File: src/rtl/cw_sequencer.sv
// Fetch/execute sequencer: consumes the decoder control word and drives datapath strobes, gated by RAM ready.
// Optional build macro PERF_COUNTERS_EN adds cycle_cnt / retired_cnt outputs.
module cw_sequencer #(
  parameter int unsigned MAX_EXEC   = 4,
  parameter logic [1:0]  FETCH_PCFS = 2'b01
) (
  input  logic        clock,
  input  logic        reset,
  input  logic [32:0] cw_in,
  input  logic [63:0] K_in,
  input  logic [31:0] data_in,
  input  logic [4:0]  status_in,
  input  logic        mem_ready,
  output logic [31:0] I,
  output logic [1:0]  state,
  output logic [4:0]  status,
  output logic        alu_en,
  output logic        alu_bs,
  output logic        rf_b_en,
  output logic        rf_w,
  output logic        ram_en,
  output logic        ram_w,
  output logic        pc_en,
  output logic        pc_is,
  output logic [4:0]  alu_fs,
  output logic [4:0]  rf_sa,
  output logic [4:0]  rf_sb,
  output logic [4:0]  rf_da,
  output logic [1:0]  pc_fs,
  output logic [63:0] K,
  output logic        fetch,
  output logic        fault
`ifdef PERF_COUNTERS_EN
  ,
  output logic [31:0] cycle_cnt,
  output logic [31:0] retired_cnt
`endif
);

  localparam int unsigned CNT_W = $clog2(MAX_EXEC + 1);

  typedef enum logic {PH_FETCH = 1'b0, PH_EXEC = 1'b1} phase_e;

  phase_e           phase_q, phase_d;
  logic [31:0]      ir_q, ir_d;
  logic [1:0]       state_q, state_d;
  logic [4:0]       status_q, status_d;
  logic [CNT_W-1:0] exec_cnt_q, exec_cnt_d;
  logic             fault_q, fault_d;

  logic in_exec;
  logic stall;
  logic commit;
  logic wd_abort;

  // A cycle that touches RAM only commits once the RAM reports ready.
  assign in_exec  = (phase_q == PH_EXEC);
  assign stall    = in_exec && cw_in[8] && !mem_ready;
  assign commit   = in_exec && !stall;
  assign wd_abort = commit && (cw_in[1:0] != 2'b00) &&
                    (exec_cnt_q == CNT_W'(MAX_EXEC - 1));

  always_ff @(posedge clock or negedge reset) begin
    if (!reset) begin
      phase_q    <= PH_FETCH;
      ir_q       <= '0;
      state_q    <= '0;
      status_q   <= '0;
      exec_cnt_q <= '0;
      fault_q    <= 1'b0;
    end else begin
      phase_q    <= phase_d;
      ir_q       <= ir_d;
      state_q    <= state_d;
      status_q   <= status_d;
      exec_cnt_q <= exec_cnt_d;
      fault_q    <= fault_d;
    end
  end

  always_comb begin
    phase_d    = phase_q;
    ir_d       = ir_q;
    state_d    = state_q;
    status_d   = status_q;
    exec_cnt_d = exec_cnt_q;
    fault_d    = wd_abort;
    case (phase_q)
      PH_FETCH: begin
        if (mem_ready) begin
          ir_d       = data_in;
          state_d    = 2'b00;
          exec_cnt_d = '0;
          phase_d    = PH_EXEC;
        end
      end
      PH_EXEC: begin
        if (commit) begin
          if (cw_in[2]) status_d = status_in;
          if (cw_in[1:0] == 2'b00 || wd_abort) begin
            phase_d = PH_FETCH;
          end else begin
            state_d    = cw_in[1:0];
            exec_cnt_d = exec_cnt_q + CNT_W'(1);
          end
        end
      end
      default: phase_d = PH_FETCH;
    endcase
  end

  always_comb begin
    alu_en  = 1'b0;
    alu_bs  = 1'b0;
    alu_fs  = 5'd0;
    rf_b_en = 1'b0;
    rf_sa   = 5'd0;
    rf_sb   = 5'd0;
    rf_da   = 5'd0;
    rf_w    = 1'b0;
    ram_en  = 1'b0;
    ram_w   = 1'b0;
    pc_en   = 1'b0;
    pc_fs   = 2'b00;
    pc_is   = 1'b0;
    K       = '0;
    if (!reset) begin
      // Outputs stay quiet for the whole reset window.
    end else if (phase_q == PH_FETCH) begin
      ram_en = 1'b1;
      rf_sa  = 5'd31;
      rf_sb  = 5'd31;
      rf_da  = 5'd31;
      pc_fs  = mem_ready ? FETCH_PCFS : 2'b00;
    end else begin
      alu_en  = cw_in[32];
      alu_bs  = cw_in[31];
      alu_fs  = cw_in[30:26];
      rf_b_en = cw_in[25];
      rf_sa   = cw_in[24:20];
      rf_sb   = cw_in[19:15];
      rf_da   = cw_in[14:10];
      rf_w    = stall ? 1'b0 : cw_in[9];
      ram_en  = cw_in[8];
      ram_w   = cw_in[7];
      pc_en   = stall ? 1'b0 : cw_in[6];
      pc_fs   = stall ? 2'b00 : cw_in[5:4];
      pc_is   = cw_in[3];
      K       = K_in;
    end
  end

  assign I      = ir_q;
  assign state  = state_q;
  assign status = status_q;
  assign fault  = fault_q;
  assign fetch  = (phase_q == PH_FETCH);

`ifdef PERF_COUNTERS_EN
  logic [31:0] cycle_cnt_q, retired_cnt_q;

  always_ff @(posedge clock or negedge reset) begin
    if (!reset) begin
      cycle_cnt_q   <= '0;
      retired_cnt_q <= '0;
    end else begin
      cycle_cnt_q <= cycle_cnt_q + 32'd1;
      if (commit && phase_d == PH_FETCH) retired_cnt_q <= retired_cnt_q + 32'd1;
    end
  end

  assign cycle_cnt   = cycle_cnt_q;
  assign retired_cnt = retired_cnt_q;
`endif

endmodule

File: config.mk
export PLATFORM = sky130hd
export DESIGN_NAME = cw_sequencer
export DESIGN_NICKNAME = d
export VERILOG_FILES = /design/src/rtl/cw_sequencer.sv
export SDC_FILE = /design/constraint.sdc
export NUM_CORES = 1
export LEC_CHECK = 0
export CORE_AREA = 2 2 106 108
export DETAILED_ROUTE_END_ITERATION = 8
export DIE_AREA = 0 0 108 110
export PLACE_DENSITY = 0.81
export SETUP_SLACK_MARGIN = 0.02
export SYNTH_ARGS = -nofsm -noshare
export SYNTH_HDL_FRONTEND = slang
export SYNTH_SLANG_ARGS = --single-unit
File: constraint.sdc
create_clock -name clock -period 1.7 [get_ports clock]
set_input_delay 0.34 -clock clock [delete_from_list [all_inputs] [get_ports clock]]
set_output_delay 0.34 -clock clock [all_outputs]
set_load 0.02 [all_outputs]
Word-level counts from Yosys, hierarchy flattened
Cells that the tools add are included.
{"block": "op_classes", "muxes": 44, "n_addsub": 1, "reduce_logical": 13, "n_eq_ne": 4, "bitwise": 1}
{"cell": "64-bit 2-to-1 mux", "count": 2}
{"cell": "5-bit 2-to-1 mux", "count": 8}
{"cell": "1-bit 2-to-1 mux", "count": 22}
{"cell": "2-bit 2-to-1 mux", "count": 6}
{"cell": "3-bit 2-to-1 mux", "count": 3}
{"cell": "3-bit one-hot mux with 2 select lines", "count": 1}
{"cell": "3-bit AND reduction", "count": 2}
{"cell": "1-bit logical AND", "count": 5}
{"cell": "2-bit != test, second input constant", "count": 2}
{"cell": "2-bit one-hot mux with 2 select lines", "count": 1}
{"cell": "3-bit by 1-bit adder with 3-bit output, second input constant", "count": 1}
{"cell": "3-bit by 2-bit == test with 1-bit output, second input constant", "count": 1}
{"cell": "1-bit zero test", "count": 2}
{"cell": "2-bit zero test", "count": 1}
{"cell": "2-bit by 1-bit != test with 1-bit output, second input constant", "count": 1}
{"cell": "1-bit one-hot mux with 2 select lines", "count": 1}
{"cell": "2-bit AND reduction", "count": 1}
{"cell": "2-bit nonzero test", "count": 1}
{"cell": "1-bit logical OR", "count": 1}
{"cell": "1-bit NOT", "count": 1}
{"block": "totals", "elab_cells": 69, "out_inout_bits": 135, "register_bits": 44}

Longest topological paths before layout
{"block": "depth", "ltp_word": 10, "ltp_mapped": 5, "mapped_depth_nobuf": 5}

Worst setup path before layout
No wires, ideal clock.
{"block": "synth_path", "kind": "flip-flop to flip-flop", "from": "register exec_cnt_q[0]", "to": "register state_q[0] (netlist: state[0])", "path_buffers": 0, "setup_time_ns": 0.126, "arrival_time_ns": 1.490, "stages_incl_launch_ff": 6, "path_slack_ns": 0.084, "path_cell_list": "dfrtp_1 -> ha_1 -> ha_1 -> o21bai_2 -> and3_1 -> a311o_1"}
{"block": "synth_via", "elab_chain_len": 5}
{"item": "from (decl)", "line": "48", "rtl": "logic [CNT_W-1:0] exec_cnt_q, exec_cnt_d;"}
{"item": "from (signal assigned)", "line": "76", "rtl": "exec_cnt_q <= exec_cnt_d;"}
{"item": "3-bit by 2-bit == test with 1-bit output", "line": "61", "rtl": "(exec_cnt_q == CNT_W'(MAX_EXEC - 1));"}
{"item": "1-bit logical AND", "line": "60", "rtl": "assign wd_abort = commit && (cw_in[1:0] != 2'b00) &&"}
{"item": "1-bit logical OR", "line": "100", "rtl": "if (cw_in[1:0] == 2'b00 || wd_abort) begin"}
{"item": "2-bit != test (no line)"}
{"item": "3-bit AND reduction (no line)"}
{"item": "to (signal assigned)", "line": "74", "rtl": "state_q <= state_d;"}
{"item": "to (decl)", "line": "46", "rtl": "logic [1:0] state_q, state_d;"}
No other way between the ends.
A chain may end at the register's enable or synchronous reset.

Worst setup path in the final report
{"block": "layout_path", "from": "register phase_q (netlist: in_exec)", "to": "output K[28]"}
{"block": "layout_via", "elab_chain_len": 2}
{"item": "from (decl)", "line": "44", "rtl": "phase_e phase_q, phase_d;"}
{"item": "from (signal assigned)", "line": "72", "rtl": "phase_q <= phase_d;"}
{"item": "64-bit 2-to-1 mux", "line": "129", "rtl": "end else if (phase_q == PH_FETCH) begin"}
{"item": "64-bit 2-to-1 mux", "line": "127", "rtl": "if (!reset) begin"}
{"item": "to (decl)", "line": "30", "rtl": "output logic [63:0] K,"}
No other way between the ends.

==> results by stage <==
Floorplan:
- In this run the core area contains 38 standard-cell rows.
- The die outline height is 110 um.
- The total area inside the core boundary comes to 0.0107 mm2.
- In this run the count of I/O pins placed on the die edge is 272.
- The die is 108 um wide.
- The initial cell density of the core is 23.1%.
- The die covers 0.0119 mm2.

STA:
- Setup violations remaining at the end of the flow were counted as 32.
- The worst hold slack after final layout is 191 ps.
- The number of max-slew violations in the final report is 0.
- The clock arrives with 8.53 ps of skew.
- The share of the clock period used by the worst path is 102%.
- The slew at the pin closest to its max-slew limit is 359 ps.
- The hold violation total from the final report came to 0.
- Setup repair after global routing could not meet its margin everywhere.
- Across all setup checks in the final design, the least slack found is -31.8 ps.
- In the final timing run, aggregate negative setup slack is -587 ps.
- Subtracting the final worst setup slack from the clock period gives 1730 ps.
- The fmax is 577 MHz.
- The relative slew slack is 76.0%.

Detailed routing:
- The final wirelength is 11200 um.
- The total vias in the final route is 3042.
- In the final routed layout, each cell accounts on average for 16.9 um.
- Dividing the detail-routed via count by the number of cells gives 4.62.
- The number of iterations in the first detailed-routing pass is 4.
- The DRC violation count after routing is 0.
- The first-iteration detailed-routing DRC count is 209.
- The post-detailed-route count of antenna-violating nets is 0.

Critical path:
- The worst setup path is launched from a register.
- At the worst endpoint, the required time is 1360 ps.
- Data arrives at the worst endpoint at 1390 ps.
- The peak fanout along the critical path is 17.
- The class of the most critical setup path is register to output pin.
- The type of destination of the critical path is an output pin.

Final layout:
- The post-route cell area is 0.00552 mm2.
- For this run, the share of the core covered by cells in the final layout is 51.6%.
- The share of cells above drive strength 1 is 38.0%.
- After filler insertion, the fill cell instance count of the layout stands at 983.
- The number of nets in the layout is 656.
- The area growth from synthesis to layout is 124%.
- The sequential cells in the finished layout cover a total of 0.00110 mm2.
- The multi-input combinational cells in the finished layout cover a total of 0.00135 mm2.

Power:
- The analysis attributes to cell leakage a power of 2.72 nW.
- The completed layout was analyzed and its total power is 0.00777 W.
- The logic gate share of total power is 65.7%.
- The switching power is 0.00309 W.
- The maximum VDD drop is 0.887 mV.
- Of the total power, registers draw 24.0%.
- The internal power consumption is 0.00468 W.
- The power density over the cells is 1410 mW/mm2.
- The clock power share is 10.3%.
- In this run switching power makes up 39.8% of total power.

Clock tree:
- The tree built by TritonCTS fans out to 44 sinks.
- The register clock-pin slew on the reported worst setup and hold paths is 90 ps.
- Clock latency on the worst-skew pair, taken at its later pin, is 290 ps.
- TritonCTS built the clock tree.
- The post-cts hold buffer count is 0.
- The root buffer cell chosen for the clock tree is sky130_fd_sc_hd__clkbuf_8.
- The number of levels in the clock H-tree is 2.
- The number of buffers created by CTS is 5.
- The number of buffers between clock root and the deepest sink is 2.

Synthesis:
- Yosys instantiated no cell more often than sky130_fd_sc_hd__and3_1.
- The post-synthesis average cell area is 10.7 um2.
- Summed over its instances, the top area cell type makes up 44.6% of the synthesized netlist area.
- After synthesis, the share of flip-flops with an asynchronous set or reset is 100%.
- The count of cell types in the netlist is 23.
- The commonest cells after synthesis are sky130_fd_sc_hd__and3_1 (83), sky130_fd_sc_hd__dfrtp_1 (44), sky130_fd_sc_hd__mux2_2 (37).
- The total number of yosys warnings is 0.
- In this run the cell area of the synthesized design comes to 0.00247 mm2.
- Synthesis inferred 44 register bits.
- Sorting the synthesized cells by area gives the leading types as sky130_fd_sc_hd__dfrtp_1 (45%), sky130_fd_sc_hd__and3_1 (21%), sky130_fd_sc_hd__mux2_2 (17%).
- The prevailing post-synth register cell is sky130_fd_sc_hd__dfrtp_1.
- Of the synthesized area, sequential elements account for 44.6%.
- The number of nets in the synthesized netlist is 369.
- The number of enable flip-flop cells after synthesis is 0.
- The post-synthesis cell type with the largest combined area is sky130_fd_sc_hd__dfrtp_1.
- Synthesis produced a netlist whose cell count is 230.

Global routing:
- The global-route wire length before repair is 15600 um.
- Global routing finished with a remaining overflow of 0.
- The largest net degree at the start of global routing is 48.
- The number of global-route vias before repair is 3030.
- The number of antenna violations at the first check in global routing is 2.
- Global routing used 16.5% of the available tracks across all layers.

Worst hold path:
- The path class of the tightest hold or removal check is input port to asynchronous set/reset pin.

Status:
- The checks that failed: setup timing.
- The flow ran to the end, but the final reports show violations.

Placed design:
- The final RePlAce weighted congestion is 0.789.
- The HPWL after detailed placement is 8410 um.
- In this run the tool buffered the top-level ports with 271 buffer cells.
- In this run the cell area measured after placement is 0.00547 mm2.

Run:
- The number of maximum-capacitance violations is 0.
power groups by stage:
| stage | Sequential, W | Clock [W] | Combinational (W) |
|---|---|---|---|
| after global placement | 0.00184 | 0 | 0.00479 |
| after global routing | 0.00194 | 0.000870 | 0.00539 |
| final | 0.00186 | 0.000800 | 0.00511 |
| after CTS | 0.00188 | 0.000824 | 0.00490 |
| after floorplan | 0.00244 | 0 | 0.00177 |
| after detailed placement | 0.00189 | 0 | 0.00487 |
sequential cells by signal (all words and copies together) (netlist names):
signal	count
in_exec	1
exec_cnt_q	3
status	5
state	2
I	32
fault	1
cell families after synthesis:
group                      synth area share [%]
AOI/OAI and AO/OA                          9.28
muxes                                      16.9
DFF                                        44.6
and+or+nand+nor                            23.4
adders and majority gates                  1.01
buffers and inverters                      4.77
critical path, stage by stage (launching register included):
cell and delay (ps):
sky130_fd_sc_hd__dfrtp_2 460, sky130_fd_sc_hd__buf_6 180, sky130_fd_sc_hd__buf_16 140, sky130_fd_sc_hd__and3_1 150, sky130_fd_sc_hd__buf_2 160
area by class of cell:
type	count	share of cell area, %
Multi-Input combinational cell	160	24.4
Tap cell	140	3.17
Inverter	3	0.204
Sequential cell	44	20.0
Antenna cell	1	0.0453
Clock buffer	5	1.25
Timing Repair Buffer	303	50.2
Clock inverter	3	0.771
cell usage in the layout, fill, tap and decap left out, types with 2 or more instances in the layout:
cell / n
sky130_fd_sc_hd__buf_4: 43
sky130_fd_sc_hd__buf_16: 2
sky130_fd_sc_hd__ha_1: 2
sky130_fd_sc_hd__a21oi_1: 3
sky130_fd_sc_hd__inv_2: 2
sky130_fd_sc_hd__dlymetal6s2s_1: 4
sky130_fd_sc_hd__and3_1: 70
sky130_fd_sc_hd__and2_1: 3
sky130_fd_sc_hd__buf_2: 56
sky130_fd_sc_hd__dlygate4sd2_1: 3
sky130_fd_sc_hd__clkdlybuf4s50_1: 168
sky130_fd_sc_hd__dfrtp_1: 43
sky130_fd_sc_hd__mux2_2: 37
sky130_fd_sc_hd__buf_6: 21
sky130_fd_sc_hd__a311o_1: 5
sky130_fd_sc_hd__and3_4: 13
sky130_fd_sc_hd__buf_12: 4
sky130_fd_sc_hd__o21a_1: 15
sky130_fd_sc_hd__clkbuf_8: 5
per-stage QoR:
| step | worst slack (ps) | std cells |
|---|---|---|
| finish | -31.8 | 659 |
| detailed placement | -544 | 640 |
| floorplan | 83.8 | 230 |
| global route | -95.1 | 659 |
| CTS | -37.6 | 653 |
| global placement | -539 | 640 |
per-layer routing:
metal	routed length [um]	global-route usage [%]	up-vias
li1	-	-	1418
met1	3890	18.1	1458
met2	5980	31.0	147
met3	1050	4.94	17
met4	230	4.58	2
met5	7	0	-
worst paths after layout:
kind | from | to | slack (ps) | cells after the start
worst max-delay path | in_exec$_DFF_PN0_ | K[28] | -30 | 4
worst min-delay path | reset | I[20]$_DFFE_PN0P_ | 190 | 2
worst max register to register | exec_cnt_q[0]$_DFFE_PN0P_ | state[0]$_DFFE_PN0P_ | 70 | 5
worst min register to register | I[25]$_DFFE_PN0P_ | I[25]$_DFFE_PN0P_ | 510 | 1
max in group asynchronous | reset | I[3]$_DFFE_PN0P_ | 1110 | 3
min in group clock | I[25]$_DFFE_PN0P_ | I[25]$_DFFE_PN0P_ | 510 | 1
repair_timing:
| item | 4_1_cts | 5_1_grt |
|---|---|---|
| pin swaps | 1 | 0 |
| setup endpoints to repair | 97 | 69 |
| gates resized for setup | 423 | 41 |
| setup buffers | 3 | 2 |
| gates cloned | 2 | 3 |
Power figures use the tool's default switching activity.
